<file path="src/rtl/alu_pkg.sv">
// Shared definitions for the pipelined ALU: opcode encoding, flag bit
// positions and the flag-update classification used by stage 2.
package alu_pkg;

  // Opcode encoding. Values 8..15 are illegal and flagged via err.
  typedef enum logic [3:0] {
    OP_ADD    = 4'd0,
    OP_SUB    = 4'd1,
    OP_XOR    = 4'd2,
    OP_RED    = 4'd3,
    OP_SLL    = 4'd4,
    OP_SRA    = 4'd5,
    OP_ROR    = 4'd6,
    OP_PADDSB = 4'd7
  } alu_op_e;

  // Bit positions inside the {V,N,Z} flag vector.
  localparam int FLAG_Z = 0;
  localparam int FLAG_N = 1;
  localparam int FLAG_V = 2;

  // Which flags an opcode is allowed to update: {upd_z, upd_nv}.
  function automatic logic [1:0] is_flag_op(input logic [3:0] op);
    logic [1:0] upd;
    case (op)
      OP_ADD, OP_SUB:           upd = 2'b11;
      OP_XOR, OP_SLL,
      OP_SRA, OP_ROR:           upd = 2'b10;
      default:                  upd = 2'b00;
    endcase
    return upd;
  endfunction

  // Opcodes 8..15 are outside the defined instruction set.
  function automatic logic is_illegal_op(input logic [3:0] op);
    return op[3];
  endfunction

endpackage

</file>
<file path="src/rtl/alu_shifter.sv">
// Combinational barrel shifter for the ALU: logical left, arithmetic right
// and rotate right. Any other mode passes the operand through unchanged.
module alu_shifter
  import alu_pkg::*;
#(
  parameter int W = 16
) (
  input  logic [W-1:0]         data_i,
  input  logic [$clog2(W)-1:0] amt_i,
  input  alu_op_e              mode_i,
  output logic [W-1:0]         data_o
);

  // Select the shift flavour; rotate is taken from a doubled operand so a
  // zero amount naturally yields the operand itself.
  // NOTE: every output of an always_comb gets a default before the case so
  // no path leaves it unassigned, which would otherwise infer a latch.
  always_comb begin
    data_o = data_i;
    case (mode_i)
      OP_SLL:  data_o = data_i << amt_i;
      OP_SRA:  data_o = $signed(data_i) >>> amt_i;
      OP_ROR:  data_o = W'({data_i, data_i} >> amt_i);
      default: data_o = data_i;
    endcase
  end

endmodule

</file>
<file path="src/rtl/alu_pipe.sv">
// Two-stage pipelined ALU with valid/ready on both sides. Stage 1 captures
// the operands, the adder sum/overflow and the shifter output; stage 2
// captures the selected result, err and the flag values to commit. Flags
// commit only when a result is actually handed over downstream.
module alu_pipe
  import alu_pkg::*;
#(
  parameter int W    = 16,
  parameter int LANE = 4,
  parameter bit SAT  = 1'b1
) (
  input  logic         clk,
  input  logic         rst_n,
  input  logic         flush,
  input  logic         in_valid,
  output logic         in_ready,
  input  logic [3:0]   opcode,
  input  logic [W-1:0] op1,
  input  logic [W-1:0] op2,
  output logic         out_valid,
  input  logic         out_ready,
  output logic [W-1:0] result,
  output logic         err,
  output logic [2:0]   flags
);

  localparam int SHW    = $clog2(W);
  localparam int NBYTE  = W / 8;
  localparam int NLANES = W / LANE;

  localparam logic [W-1:0]    SMAX      = {1'b0, {(W-1){1'b1}}};
  localparam logic [W-1:0]    SMIN      = {1'b1, {(W-1){1'b0}}};
  localparam logic [LANE-1:0] LANE_MAX  = {1'b0, {(LANE-1){1'b1}}};
  localparam logic [LANE-1:0] LANE_MIN  = {1'b1, {(LANE-1){1'b0}}};

  // Pipeline control
  logic rdy_en_q;
  logic s1_valid_q, s1_valid_d;
  logic s2_valid_q, s2_valid_d;
  logic s1_adv, s2_adv, in_fire, out_fire;

  // Stage 1 state
  logic [3:0]   s1_op_q;
  logic [W-1:0] s1_a_q, s1_b_q;
  logic [W-1:0] s1_sum_q, s1_sum_d;
  logic         s1_ovf_q, s1_ovf_d;
  logic [W-1:0] s1_shf_q, s1_shf_d;
  logic [W-1:0] add_b;

  // Stage 2 state
  logic [W-1:0] s2_res_q, s2_res_d;
  logic         s2_err_q, s2_err_d;
  logic [2:0]   s2_pend_q, s2_pend_d;
  logic [1:0]   s2_upd_q, s2_upd_d;
  logic [W-1:0] add_res, red_acc, pad_res;
  logic [LANE:0] lane_sum;

  // Architectural flags
  logic [2:0] flags_q, flags_d;

  // Handshake and stall decisions; flush blocks both acceptance and delivery.
  always_comb begin
    s2_adv   = !s2_valid_q || out_ready;
    s1_adv   = !s1_valid_q || s2_adv;
    in_ready = rdy_en_q && s1_adv && !flush;
    in_fire  = in_valid && in_ready;
    out_fire = s2_valid_q && out_ready && !flush;
  end

  // Next-state of the stage valids.
  always_comb begin
    s1_valid_d = s1_valid_q;
    s2_valid_d = s2_valid_q;
    if (flush) begin
      s1_valid_d = 1'b0;
      s2_valid_d = 1'b0;
    end else begin
      if (s2_adv) s2_valid_d = s1_valid_q;
      if (s1_adv) s1_valid_d = in_fire;
    end
  end

  // Control registers: ready enable comes up one cycle after reset release.
  // NOTE: sequential state uses non-blocking assignments so every register
  // samples pre-edge values regardless of block evaluation order.
  always_ff @(posedge clk or negedge rst_n) begin
    if (!rst_n) begin
      rdy_en_q   <= 1'b0;
      s1_valid_q <= 1'b0;
      s2_valid_q <= 1'b0;
    end else begin
      rdy_en_q   <= 1'b1;
      s1_valid_q <= s1_valid_d;
      s2_valid_q <= s2_valid_d;
    end
  end

  // Stage 1 arithmetic: shared adder (SUB = op1 + ~op2 + 1) and overflow.
  always_comb begin
    add_b    = (opcode == OP_SUB) ? ~op2 : op2;
    s1_sum_d = op1 + add_b + {{(W-1){1'b0}}, (opcode == OP_SUB)};
    s1_ovf_d = (op1[W-1] == add_b[W-1]) && (s1_sum_d[W-1] != op1[W-1]);
  end

  alu_shifter #(.W(W)) u_shifter (
    .data_i (op1),
    .amt_i  (op2[SHW-1:0]),
    .mode_i (alu_op_e'(opcode)),
    .data_o (s1_shf_d)
  );

  // Stage 1 capture on every accepted operation.
  always_ff @(posedge clk or negedge rst_n) begin
    if (!rst_n) begin
      s1_op_q  <= '0;
      s1_a_q   <= '0;
      s1_b_q   <= '0;
      s1_sum_q <= '0;
      s1_ovf_q <= 1'b0;
      s1_shf_q <= '0;
    end else if (in_fire) begin
      s1_op_q  <= opcode;
      s1_a_q   <= op1;
      s1_b_q   <= op2;
      s1_sum_q <= s1_sum_d;
      s1_ovf_q <= s1_ovf_d;
      s1_shf_q <= s1_shf_d;
    end
  end

  // Stage 2 result select: saturation, byte reduction, lane adds, flags.
  always_comb begin
    red_acc  = '0;
    pad_res  = '0;
    lane_sum = '0;

    for (int i = 0; i < NBYTE; i++) begin
      red_acc = red_acc + W'($signed(s1_a_q[8*i +: 8]))
                        + W'($signed(s1_b_q[8*i +: 8]));
    end

    for (int l = 0; l < NLANES; l++) begin
      lane_sum = {s1_a_q[l*LANE+LANE-1], s1_a_q[l*LANE +: LANE]}
               + {s1_b_q[l*LANE+LANE-1], s1_b_q[l*LANE +: LANE]};
      if (lane_sum[LANE] != lane_sum[LANE-1])
        pad_res[l*LANE +: LANE] = lane_sum[LANE] ? LANE_MIN : LANE_MAX;
      else
        pad_res[l*LANE +: LANE] = lane_sum[LANE-1:0];
    end

    // On overflow both operands share op1's sign, which gives the clamp side.
    if (SAT && s1_ovf_q)
      add_res = s1_a_q[W-1] ? SMIN : SMAX;
    else
      add_res = s1_sum_q;

    s2_err_d = 1'b0;
    case (s1_op_q)
      OP_ADD, OP_SUB:         s2_res_d = add_res;
      OP_XOR:                 s2_res_d = s1_a_q ^ s1_b_q;
      OP_RED:                 s2_res_d = red_acc;
      OP_SLL, OP_SRA, OP_ROR: s2_res_d = s1_shf_q;
      OP_PADDSB:              s2_res_d = pad_res;
      default: begin
        s2_res_d = '0;
        s2_err_d = is_illegal_op(s1_op_q);
      end
    endcase

    s2_pend_d         = '0;
    s2_pend_d[FLAG_Z] = (s2_res_d == '0);
    s2_pend_d[FLAG_N] = s2_res_d[W-1];
    s2_pend_d[FLAG_V] = s1_ovf_q;
    s2_upd_d          = is_flag_op(s1_op_q);
  end

  // Stage 2 capture whenever stage 1 moves forward into it.
  always_ff @(posedge clk or negedge rst_n) begin
    if (!rst_n) begin
      s2_res_q  <= '0;
      s2_err_q  <= 1'b0;
      s2_pend_q <= '0;
      s2_upd_q  <= '0;
    end else if (s2_adv && s1_valid_q && !flush) begin
      s2_res_q  <= s2_res_d;
      s2_err_q  <= s2_err_d;
      s2_pend_q <= s2_pend_d;
      s2_upd_q  <= s2_upd_d;
    end
  end

  // Flag commit happens only on the output handshake.
  always_comb begin
    flags_d = flags_q;
    if (out_fire) begin
      if (s2_upd_q[1]) flags_d[FLAG_Z] = s2_pend_q[FLAG_Z];
      if (s2_upd_q[0]) begin
        flags_d[FLAG_N] = s2_pend_q[FLAG_N];
        flags_d[FLAG_V] = s2_pend_q[FLAG_V];
      end
    end
  end

  // Architectural flag register.
  always_ff @(posedge clk or negedge rst_n) begin
    if (!rst_n) flags_q <= '0;
    else        flags_q <= flags_d;
  end

  assign out_valid = s2_valid_q;
  assign result    = s2_res_q;
  assign err       = s2_err_q;
  assign flags     = flags_q;

endmodule

</file>
<file path="config.mk">
export PLATFORM = sky130hd
export DESIGN_NAME = alu_pipe
export DESIGN_NICKNAME = d
export VERILOG_FILES = /design/src/rtl/alu_pkg.sv /design/src/rtl/alu_shifter.sv /design/src/rtl/alu_pipe.sv
export SDC_FILE = /design/constraint.sdc
export NUM_CORES = 1
export LEC_CHECK = 0
export CAP_MARGIN = 20
export CORE_ASPECT_RATIO = 0.7
export CORE_MARGIN = 1
export CORE_UTILIZATION = 55
export DETAILED_ROUTE_END_ITERATION = 10
export GPL_TIMING_DRIVEN = 1
export HOLD_SLACK_MARGIN = 0.05
export PLACE_DENSITY_LB_ADDON = 0.25
export SLEW_MARGIN = 20
export SYNTH_ARGS = -nofsm -noshare
export SYNTH_HDL_FRONTEND = slang
export SYNTH_SLANG_ARGS = --single-unit
</file>
<file path="constraint.sdc">
create_clock -name clk -period 7.95 [get_ports clk]
set_input_delay 2.385 -clock clk [delete_from_list [all_inputs] [get_ports clk]]
set_output_delay 2.385 -clock clk [all_outputs]
set_load 0.02 [all_outputs]
</file>
### After elaboration in Yosys (flattened, before gate mapping)

Index checks and enable logic that the tools add are counted.

* add/sub/neg operators: 9
* multipliers: 0
* divide/modulo/power cells: 0
* magnitude comparators: 0
* equal/unequal tests: 17
* shifts and indexed selects: 3
* muxes and demuxes: 19
* bitwise gates (word level): 2
* reductions and logical operators: 23

Operators by type and width (number)
* case mux 16 bit (5 select lines): 1
* two-way mux 16 bit: 3
* case mux 16 bit (3 select lines): 1
* two-way mux 4 bit: 8
* >> shifter 32 x 4 -> 16 bit: 1
* == test 4 x 3 -> 1 bit, second input constant: 7
* adder 4 x 4 -> 5 bit: 4
* adder 16 x 1 -> 16 bit: 1
* adder 16 bit: 1
* logical NOT 16 bit: 1
* NOT 16 bit: 1
* << shifter 16 x 4 -> 16 bit: 1
* >>> shifter 16 x 4 -> 16 bit: 1
* XOR 16 bit: 1
* adder 10 x 8 -> 11 bit: 1
* adder 9 x 8 -> 10 bit: 1
* adder 8 x 8 -> 9 bit: 1
* == test 4 x 1 -> 1 bit, second input constant: 2
* == test 4 x 2 -> 1 bit, second input constant: 2
* logical AND 1 bit: 8
* OR reduction 8 bit: 1
* two-way mux 1 bit: 5
* inequality test 1 bit: 5
* logical NOT 4 bit: 1
* other kinds (9): 14

* flip-flop bits (word level): 97
* bits in latches: 0
* bits in writable memories: 0
* ROM bits: 0
* output and inout bits: 22
* logic and storage cells: 88
* memories: 0

### Logic depth before layout (Yosys ltp)

Gate-level depths: netlist of the first run.

* depth after elaboration: 8
* gate-level depth with buffers: 15

### Hierarchy

A second synthesis of the first run with hierarchy kept.

* cell total of the unflattened synthesis: 1016
* area, all modules: 8659.6 µm²

Modules (own cells, without submodules)
* alu_pipe: times used 1, cells each 754, area each 6577.6 µm², seq. area each 2402.3 µm²
* alu_shifter: times used 1, cells each 262, area each 2082.0 µm², seq. area each 0.0 µm²

### Least setup slack after synthesis of the first run

Ideal clock, no wire load.

* kind: input port to flip-flop
* from: input opcode[1]
* to: register s1_ovf_q
* arrival time: 5.403 ns
* data required time: 7.821 ns
* slack: 2.417 ns
* cell stages on the path: 14
* path through: buf_2 nor4b_4 buf_6 clkbuf_1 xnor2_1 ha_1 a31o_2 a221oi_2 o21a_2 o211ai_1 a311o_1 a21oi_2 mux2i_1 o21ai_1

* word-level cells in the longest chain between the ends: 6
* elaborated cells on any way between the ends: 7
* those cells by class: add/sub: 2; eq/ne: 3; mux: 1; reduce/logical: 1

RTL lines
* start: declaration: line alu_pipe.sv:17 `input logic [3:0] opcode,`
* == test 4 x 1 -> 1 bit (*): line alu_pipe.sv:100, alu_pipe.sv:101
* two-way mux 16 bit: line alu_pipe.sv:100 `add_b = (opcode == OP_SUB) ? ~op2 : op2;`
* adder 16 bit: line alu_pipe.sv:101 `s1_sum_d = op1 + add_b + {{(W-1){1'b0}}, (opcode == OP_SUB)};`
* adder 16 x 1 -> 16 bit: line alu_pipe.sv:101
* inequality test 1 bit: line alu_pipe.sv:102 `s1_ovf_d = (op1[W-1] == add_b[W-1]) && (s1_sum_d[W-1] != op1[W-1]);`
* logical AND 1 bit (*): line alu_pipe.sv:102
* end signal: assignment: line alu_pipe.sv:126 `s1_ovf_q <= s1_ovf_d;`
* end: declaration: line alu_pipe.sv:46 `logic s1_ovf_q, s1_ovf_d;`

Mark *: on every way between the ends. The rest lies on a longest branch, timed or not.
A chain may end at the register's enable or synchronous reset.

### Worst setup path after layout of the first run

* from: input out_ready
* to: output in_ready

* word-level cells in the longest chain between the ends: 4

RTL lines
* start: declaration: line alu_pipe.sv:21 `input logic out_ready,`
* logical OR 1 bit: line alu_pipe.sv:63 `s2_adv = !s2_valid_q || out_ready;`
* logical OR 1 bit: line alu_pipe.sv:64 `s1_adv = !s1_valid_q || s2_adv;`
* logical AND 1 bit (2 in a row): line alu_pipe.sv:65 `in_ready = rdy_en_q && s1_adv && !flush;`
* end: declaration: line alu_pipe.sv:16 `output logic in_ready,`

No other way between the ends.

==> results of run 1 <==
==> synth_stat cells (3+ instances only) <==
cell      number
nor2_1        68
a22oi_1       13
clkbuf_1      35
mux2i_1       37
a221oi_1       3
and2_1         7
ha_1          47
a21o_1         9
xnor2_1       17
dfrtp_1       96
nand2b_1      25
a21oi_1       76
mux4_2         8
and3_1         3
mux2_2        18
nand3_1        9
o21ai_0      105
a31o_2         3
nand2_1      143
a31oi_1        6
and4_1         5
nand4_1        3
buf_1          4
buf_6          3
fa_1          22
a222oi_1       3
or2_2          4
o22ai_1        7
o211ai_1      13
inv_1         62
a211oi_1      10
nor3_1        11
nor2b_1        3
o21a_1         3
xor2_1        24
buf_2         14
a22o_1         5
==> report_power, final <==
part           total [W]  switching, W  internal (W)
Sequential      0.000676     0.0000833      0.000593
Combinational    0.00120      0.000690      0.000515
Clock           0.000426      0.000207      0.000219
==> registers in the layout (all words and copies together), names as in the netlist <==
signal,cells
s1_ovf_q,1
s2_upd_q,2
s1_valid_q,1
rdy_en_q,1
result,15
err,1
s2_pend_q,3
flags,3
s1_shf_q,16
out_valid,1
s1_a_q,16
s1_sum_q,16
s1_op_q,4
s1_b_q,16
==> metal layers <==
metal	GRT usage, %	vias to the layer above
li1	-	3446
met2	45.42	390
met4	8.616	2
met5	0	-
met3	11.85	46
met1	49.79	3472
==> logic make-up (layout without fill, tap and decap cells) <==
group                    after synthesis  count (layout)  synth area share (%)
adder cells (fa/ha/maj)               69              69                 12.66
AND/OR/NAND/NOR                      291             291                 16.26
multiplexers                          63              63                 9.271
AO/OA/AOI/OAI                        285             285                 21.62
XOR/XNOR                              41              41                 4.420
buffers and inverters                121             154                 6.145
other                                  1               1               0.04616
flip-flops                            96              96                 29.57
==> final timing paths <==
check	from	endpoint	slack, ps	cells past startpoint
worst max-delay path	out_ready	in_ready	1570	4
worst min-delay path	s1_sum_q[14]	s1_sum_q[14]	480	2
worst max register to register	s1_a_q[10]	s2_pend_q[0]	3780	13
worst min register to register	s1_sum_q[14]	s1_sum_q[14]	480	2
max in group asynchronous	rst_n	s1_sum_q[12]	4810	2
min in group asynchronous	rst_n	s1_shf_q[9]	1980	1
==> worst min-delay path, delay by kind of cell, from the launching register on <==
kind             cells  cell delay, ps
flip-flops           1             340
AND/OR/NAND/NOR      1              50
AO/OA/AOI/OAI        1              60
==> cell type report <==
type / instances / area (sq um) / area share, %
clock buffer: 9 / 225.2 / 2.473
clock inverter: 7 / 60.06 / 0.6595
inverter: 63 / 236.5 / 2.597
multi-input combinational: 750 / 5234 / 57.47
sequential: 96 / 2402 / 26.38
tap: 190 / 237.7 / 2.611
timing repair buffer: 75 / 710.7 / 7.804
==> per-stage QoR <==
step / power (W) / area (sq um) / instances
detailed placement: 0.001854 / 8816 / 1174
global placement: 0.001832 / 8816 / 1174
CTS: 0.002294 / 9101 / 1190
finish: 0.002307 / 9106 / 1190
global route: 0.002479 / 9106 / 1190
floorplan: 0.001518 / 8124 / 967
==> impl_metrics.ini, run 1 <==
[global_routing]
antenna_found_initial = 1
grt_use_total_pct = 33.44
grt_pass1_wl_mm = 38.69
grt_max_degree = 70
grt-ovfl-total = 0
grt_pass1_vias = 6877

[detailed_routing]
detail-route-antenna-nets = 0
wl_per_cell_um = 20.73
top_layer = met5
drt-initial-drc-count = 707
met3_wirelength_mm = 2.873
vias = 7356
via_per_inst = 6.182
drtPass1Iterations = 5
drc = 0
met1_length_mm = 11.40
wl_met2_mm = 9.912
routed_wl_mm = 24.67

[die]
die_x_um = 147.3
ios = 63
rows = 36
core_area_sq_um = 14140
start_util_pct = 57.44
die_area_sq_um = 15270
die_y_um = 103.7

[clock_tree]
cts_root_buffer = clkbuf_16
clkTransAtPathRegs_ps = 70
cts_resized = 0
cts_made_buffers = 9
cts_sinks = 96
clock_latency_ps = 350
cts-htree-levels = 3
cts_tree = built
cts_hold_buf = 0
clockBufferDepth = 2
cts_setup_buffers = 0

[yosys]
synth.top_cell.area_share_pct = 29.57
ys_warn_count = 0
yosys_most_used_dff = dfrtp_1
syn-num-nets = 1077
synth.largest_area_cell = dfrtp_1
syn_inst = 967
synth-seq-cells = 96
async_reset_ff_share_pct = 100.0
yosysSeqAreaShare_pct = 29.57
syn_area_sq_um = 8124
yosysUniqueCellTypes = 70
synth_edf_count = 0
synth_area_leaders = dfrtp_1, ha_1, nand2_1
synth_area_per_cell_sq_um = 8.401

[timing]
setup_ws_ps = 1575
holdWs_ps = 480.7
setup_viol = 0
fin_crit_sh_pct = 80.19
finClkSkew_ps = 10.34
slew_viol_final = 0
fin_setup_tns_ps = 0
worstMarginPinSlew_ps = 1033
period_minus_slack_ps = 6375
hold_viol_final = 0
fmax_mhz = 156.9
grt_setup_unrepaired = no
relSlewSlack_pct = 31.15

[layout]
n_fill_cell = 1233
final_cell_mix = nand2_1, o21ai_0, dfrtp_1
layout-drive-gt1-share_pct = 7.600
fin_util_pct = 64.38
n_antenna_cell = 0
finalNetCount = 1105
final_common_cell = nand2_1
area_growth_syn_to_layout_pct = 12.09

[placement]
dp_hpwl_mm = 18.93
place.gp.congestion = 0.9581
portBuffers = 62
post-place-ws_ps = 1701

[power]
p_leak_nw = 4.099
peakVddDrop_mv = 0.1552
power_density_nw_per_um2 = 253.4

[worst_setup_path]
critPathLaunchType = input pin
worst-path-max-fanout = 5
worst_setup_path_end_kind = primary output
worstPathRequired_ps = 5570
cp_cell_sequence = clkdlybuf4s50_1 > nor2b_1 > a21oi_1 > clkdlybuf4s50_1
critPathArrivalTime_ps = 3990
cp_slowest_stage_delay_ps = 680
crit_buf_inv = 2
cpMaxStageDelayCell = clkdlybuf4s50_1
cp_top_family = buffers and inverters
critPathKind = input pin to primary output
cpMostUsedCell = clkdlybuf4s50_1

[outcome]
status = completed

[run]
max_cap_violations = 0

[worst_hold_path]
min_path_type = flip-flop to flip-flop
Power figures use the tool's default switching activity.
==> run 2: changes to the inputs <==
==> constraint.sdc (replaced) <==
create_clock -name clk -period 6.35 [get_ports clk]
set_input_delay 1.905 -clock clk [delete_from_list [all_inputs] [get_ports clk]]
set_output_delay 1.905 -clock clk [all_outputs]
set_load 0.02 [all_outputs]
==> run 2 against run 1 <==
Against the previous run:
- critical path depth unchanged
- first-iteration DRC count grew 9.9%
- total power rose by 24%
- clock-buffer cell count grew 1
- largest cell class unchanged
- die area is the same
- non-clock buffer count increased by 3
- setup slack got worse by 540 ps
- clock power is 25% higher
- global-route usage fell by 0.25 points
==> impl_metrics.ini, run 2 (same netlist as run 1, synthesis figures left out) <==
[clock_tree]
cts_tree = built
cts_made_buffers = 9
cts_resized = 0
clock_latency_ps = 350
cts_root_buffer = clkbuf_16
cts_sinks = 96
cts-htree-levels = 3
cts_hold_buf = 0
clkTransAtPathRegs_ps = 60
clockBufferDepth = 2
cts_setup_buffers = 0

[worst_setup_path]
worstPathRequired_ps = 4450
worst-path-max-fanout = 5
critPathArrivalTime_ps = 3410
worst_setup_path_end_kind = primary output
r2r_start = s1_a_q[10]
critPathLaunchType = input pin
regToRegSetupSlack_ps = 2160
crit_start = out_ready
critPathKind = input pin to primary output
r2r_cells = 13
r2r-end = s2_pend_q[0]

[timing]
finClkSkew_ps = 10.45
setup_viol = 0
grt_setup_unrepaired = no
period_minus_slack_ps = 5313
relSlewSlack_pct = 31.89
fin_setup_tns_ps = 0
hold_viol_final = 0
worstMarginPinSlew_ps = 1011
slew_viol_final = 0
fmax_mhz = 188.2
fin_crit_sh_pct = 83.67
holdWs_ps = 487.8

[layout]
fin_util_pct = 64.52
final_cell_mix = nand2_1, o21ai_0, dfrtp_1
layout-drive-gt1-share_pct = 7.777
n_fill_cell = 1273
area_growth_syn_to_layout_pct = 12.32
n_antenna_cell = 0
final_common_cell = nand2_1
regArea_sq_um = 2402
multi_input_area_sq_um = 5229
finalNetCount = 1108

[worst_hold_path]
min-delay-start = s1_sum_q[7]
hold_path_end = s1_sum_q[7]
min_path_type = flip-flop to flip-flop
holdPathStages = 2

[power]
p_leak_nw = 4.105
peakVddDrop_mv = 0.1621
power_density_nw_per_um2 = 314.7

[run]
max_cap_violations = 0

[placement]
dp_hpwl_mm = 18.94
place.gp.congestion = 1.019
portBuffers = 62

[detailed_routing]
via_per_inst = 6.202
routed_wl_mm = 24.48
wl_per_cell_um = 20.52
detail-route-antenna-nets = 0
drc = 0
vias = 7399
drtPass1Iterations = 8
drt-initial-drc-count = 777

[die]
die_y_um = 103.7
die_x_um = 147.3
core_area_sq_um = 14140
ios = 63
start_util_pct = 57.44
rows = 36
die_area_sq_um = 15270

[global_routing]
grt_pass1_vias = 7003
grt_use_total_pct = 33.19
antenna_found_initial = 1
grt_max_degree = 70
grt_pass1_wl_mm = 38.54
grt-ovfl-total = 0

[outcome]
status = completed
==> run 2: cell types whose count changed in the layout (fill, tap and decap cells not counted), sizes merged <==
cell    change
buf         +3
clkbuf      +1
clkinv      -1
==> run 2: metal layers <==
metal / track usage (%) / part of all wire (%) / up-vias
li1: - / - / 3468
met5: 0 / 0.053 / -
met2: 45.05 / 40 / 424
met3: 10.04 / 12 / 42
met1: 50.73 / 46 / 3463
met4: 8.027 / 1.8 / 2
==> run 2: report_power, final <==
group	internal (W)	switching, W	total [W]	leakage, nW
Sequential	0.000742	0.000102	0.000845	1.18
Combinational	0.000642	0.000852	0.00149	2.78
Clock	0.000277	0.000257	0.000533	0.142
==> run 2: cell type report <==
class                   count  share of cell area (%)
repair buffers             78                   8.035
well taps                 190                   2.605
flip-flops and latches     96                   26.33
multi-input cells         750                   57.30
clock inverters             6                  0.6307
clock buffers              10                   2.509
inverters                  63                   2.592
==> run 2: worst max-delay path by stage <==
| stage | cells after the start | to |
|---|---|---|
| after detailed placement | 13 | s1_ovf_q |
| final | 4 | in_ready |
| after CTS | 4 | in_ready |
| after global placement | 4 | in_ready |
| after floorplan | 14 | s1_ovf_q |
| after global routing | 4 | in_ready |
==> run 2: per-stage QoR <==
step	instances	setup slack (ps)	area [sq um]	total power, W
floorplan	967	1297	8124	0.001900
global placement	1177	1074	8838	0.002288
detailed placement	1177	972.7	8838	0.002320
CTS	1193	1037	9125	0.002861
global route	1193	961.1	9125	0.003081
finish	1193	1037	9125	0.002872
==> run 2: worst max-delay path, stage by stage <==
cell and delay [ps]:
clkdlybuf4s50_1 480, nor2b_1 90, a21oi_1 270, clkdlybuf4s50_1 660
==> run 3: changes to the inputs <==
--- a/config.mk
+++ b/config.mk
@@ -8,7 +8,7 @@
 export CAP_MARGIN = 20
 export CORE_ASPECT_RATIO = 0.7
 export CORE_MARGIN = 1
-export CORE_UTILIZATION = 55
+export CORE_UTILIZATION = 54
 export DETAILED_ROUTE_END_ITERATION = 10
 export GPL_TIMING_DRIVEN = 1
 export HOLD_SLACK_MARGIN = 0.05
==> constraint.sdc (replaced) <==
create_clock -name clk -period 4.7 [get_ports clk]
set_input_delay 1.41 -clock clk [delete_from_list [all_inputs] [get_ports clk]]
set_output_delay 1.41 -clock clk [all_outputs]
set_load 0.02 [all_outputs]
==> run 3 against run 2 <==
Against the previous run:
- largest power group unchanged
- largest cell class unchanged
- combinational power up 38%
- setup slack worse by 650 ps
- highest routed layer is now met4
- sequential share of layout area down 0.65 points
==> impl_metrics.ini, run 3 (same netlist as run 1, synthesis figures left out) <==
[placement]
portBuffers = 62
place.gp.congestion = 1.010
dp_hpwl_mm = 19.60

[worst_setup_path]
cpMaxStageDelayCell = clkdlybuf4s50_1
cp_slowest_stage_delay_ps = 460
critPathArrivalTime_ps = 4530
worstPathRequired_ps = 4920
worst_setup_path_end_kind = flip-flop
critPathKind = input pin to flip-flop
crit_buf_inv = 1
cp_top_family = compound AO/OA/AOI/OAI gates
cp_cell_sequence = clkdlybuf4s50_1 > nor4b_4 > xnor2_1 > ha_1 > a31o_2 > a221oi_2 > o21a_2 > o211ai_1 > a311o_1 > a21oi_2 > mux2i_1 > o21ai_1
worst-path-max-fanout = 4
critPathLaunchType = input pin

[global_routing]
grt_use_total_pct = 34.21
grt_max_degree = 65
antenna_found_initial = 0
grt_pass1_vias = 7079
grt-ovfl-total = 0
grt_pass1_wl_mm = 39.94

[layout]
final_cell_mix = nand2_1, o21ai_0, dfrtp_1
multi_input_area_sq_um = 5229
n_antenna_cell = 0
layout-drive-gt1-share_pct = 9.412
fin_util_pct = 63.75
area_growth_syn_to_layout_pct = 15.15
regArea_sq_um = 2402
n_fill_cell = 1280
final_common_cell = nand2_1
finalNetCount = 1126

[detailed_routing]
detail-route-antenna-nets = 0
vias = 7487
via_per_inst = 6.162
drtPass1Iterations = 6
drc = 0
drt-initial-drc-count = 709
routed_wl_mm = 25.42
wl_per_cell_um = 20.92

[worst_hold_path]
min_path_type = flip-flop to flip-flop

[timing]
fin_setup_tns_ps = 0
setup_viol = 0
fin_crit_sh_pct = 91.83
fmax_mhz = 231.7
grt_setup_unrepaired = no
hold_viol_final = 0
slew_viol_final = 0
period_minus_slack_ps = 4316
finClkSkew_ps = 14.08
worstMarginPinSlew_ps = 892.7
relSlewSlack_pct = 39.86

[clock_tree]
cts_sinks = 96
clkTransAtPathRegs_ps = 70
cts-htree-levels = 3
cts_root_buffer = clkbuf_16
cts_setup_buffers = 0
clockBufferDepth = 2
clock_latency_ps = 350
cts_made_buffers = 9
cts_resized = 0
cts_hold_buf = 0
cts_tree = built

[die]
die_area_sq_um = 15550
ios = 63
die_y_um = 104.6
start_util_pct = 55.36
rows = 37
core_area_sq_um = 14680
die_x_um = 148.6

[run]
max_cap_violations = 0

[power]
peakVddDrop_mv = 0.2419
power_density_nw_per_um2 = 440.0
p_leak_nw = 4.232

[outcome]
status = completed
-- run 3: layer usage --
metal  track usage (%)  vias to the layer above  share of wire (%)
met5                 0                        -                  0
met4             7.364                        0                1.7
met3             11.70                       32                 12
met2             47.93                      380                 41
met1             50.35                     3578                 46
li1                  -                     3497                  -
-- run 3: through the flow --
| step | cells | power, W | instance area [sq um] | setup slack [ps] | hold WS, ps |
|---|---|---|---|---|---|
| final | 1215 | 0.004116 | 9355 | 384.2 | 490.4 |
| after global routing | 1215 | 0.004385 | 9355 | 184.5 | 500.8 |
| after CTS | 1215 | 0.004084 | 9355 | 374.9 | 486.5 |
| after detailed placement | 1200 | 0.003163 | 8992 | 2.465 | 472.2 |
| after global placement | 1200 | 0.003114 | 8992 | 152.3 | 464.1 |
| after floorplan | 967 | 0.002568 | 8124 | 142.1 | 449.7 |
-- run 3: path summary, 6_finish.rpt --
check | to | startpoint | cells past startpoint | slack (ps)
worst max-delay path | s1_ovf_q | opcode[2] | 12 | 380
worst min-delay path | s1_sum_q[3] | s1_sum_q[3] | 2 | 490
worst max register to register | s2_pend_q[0] | s1_a_q[2] | 13 | 610
worst min register to register | s1_sum_q[3] | s1_sum_q[3] | 2 | 490
max in group asynchronous | s1_a_q[0] | rst_n | 2 | 2760
min in group asynchronous | result[11] | rst_n | 1 | 1150
-- run 3: power breakdown --
part           total, W  switching (W)  leakage, nW  internal [W]
clock network  0.000907       0.000332        0.177      0.000575
logic           0.00206        0.00118         2.87      0.000880
registers       0.00115       0.000143         1.18       0.00100
total           0.00412        0.00166         4.23       0.00246
-- run 3: cell type report --
class	instances	share of cell area, %
Clock buffer	9	2.407
Clock inverter	6	1.471
Inverter	63	2.528
Multi-Input combinational cell	750	55.89
Sequential cell	96	25.68
Tap cell	195	2.608
Timing Repair Buffer	96	9.416
-- run 3: worst register-to-register path: cells and delay by family, from the launching register on --
kind / cells / cell delay (ps)
adders and majority gates: 3 / 1320
AOI/OAI and AO/OA: 7 / 1820
and+or+nand+nor: 1 / 340
DFF: 1 / 370
buffers and inverters: 2 / 150
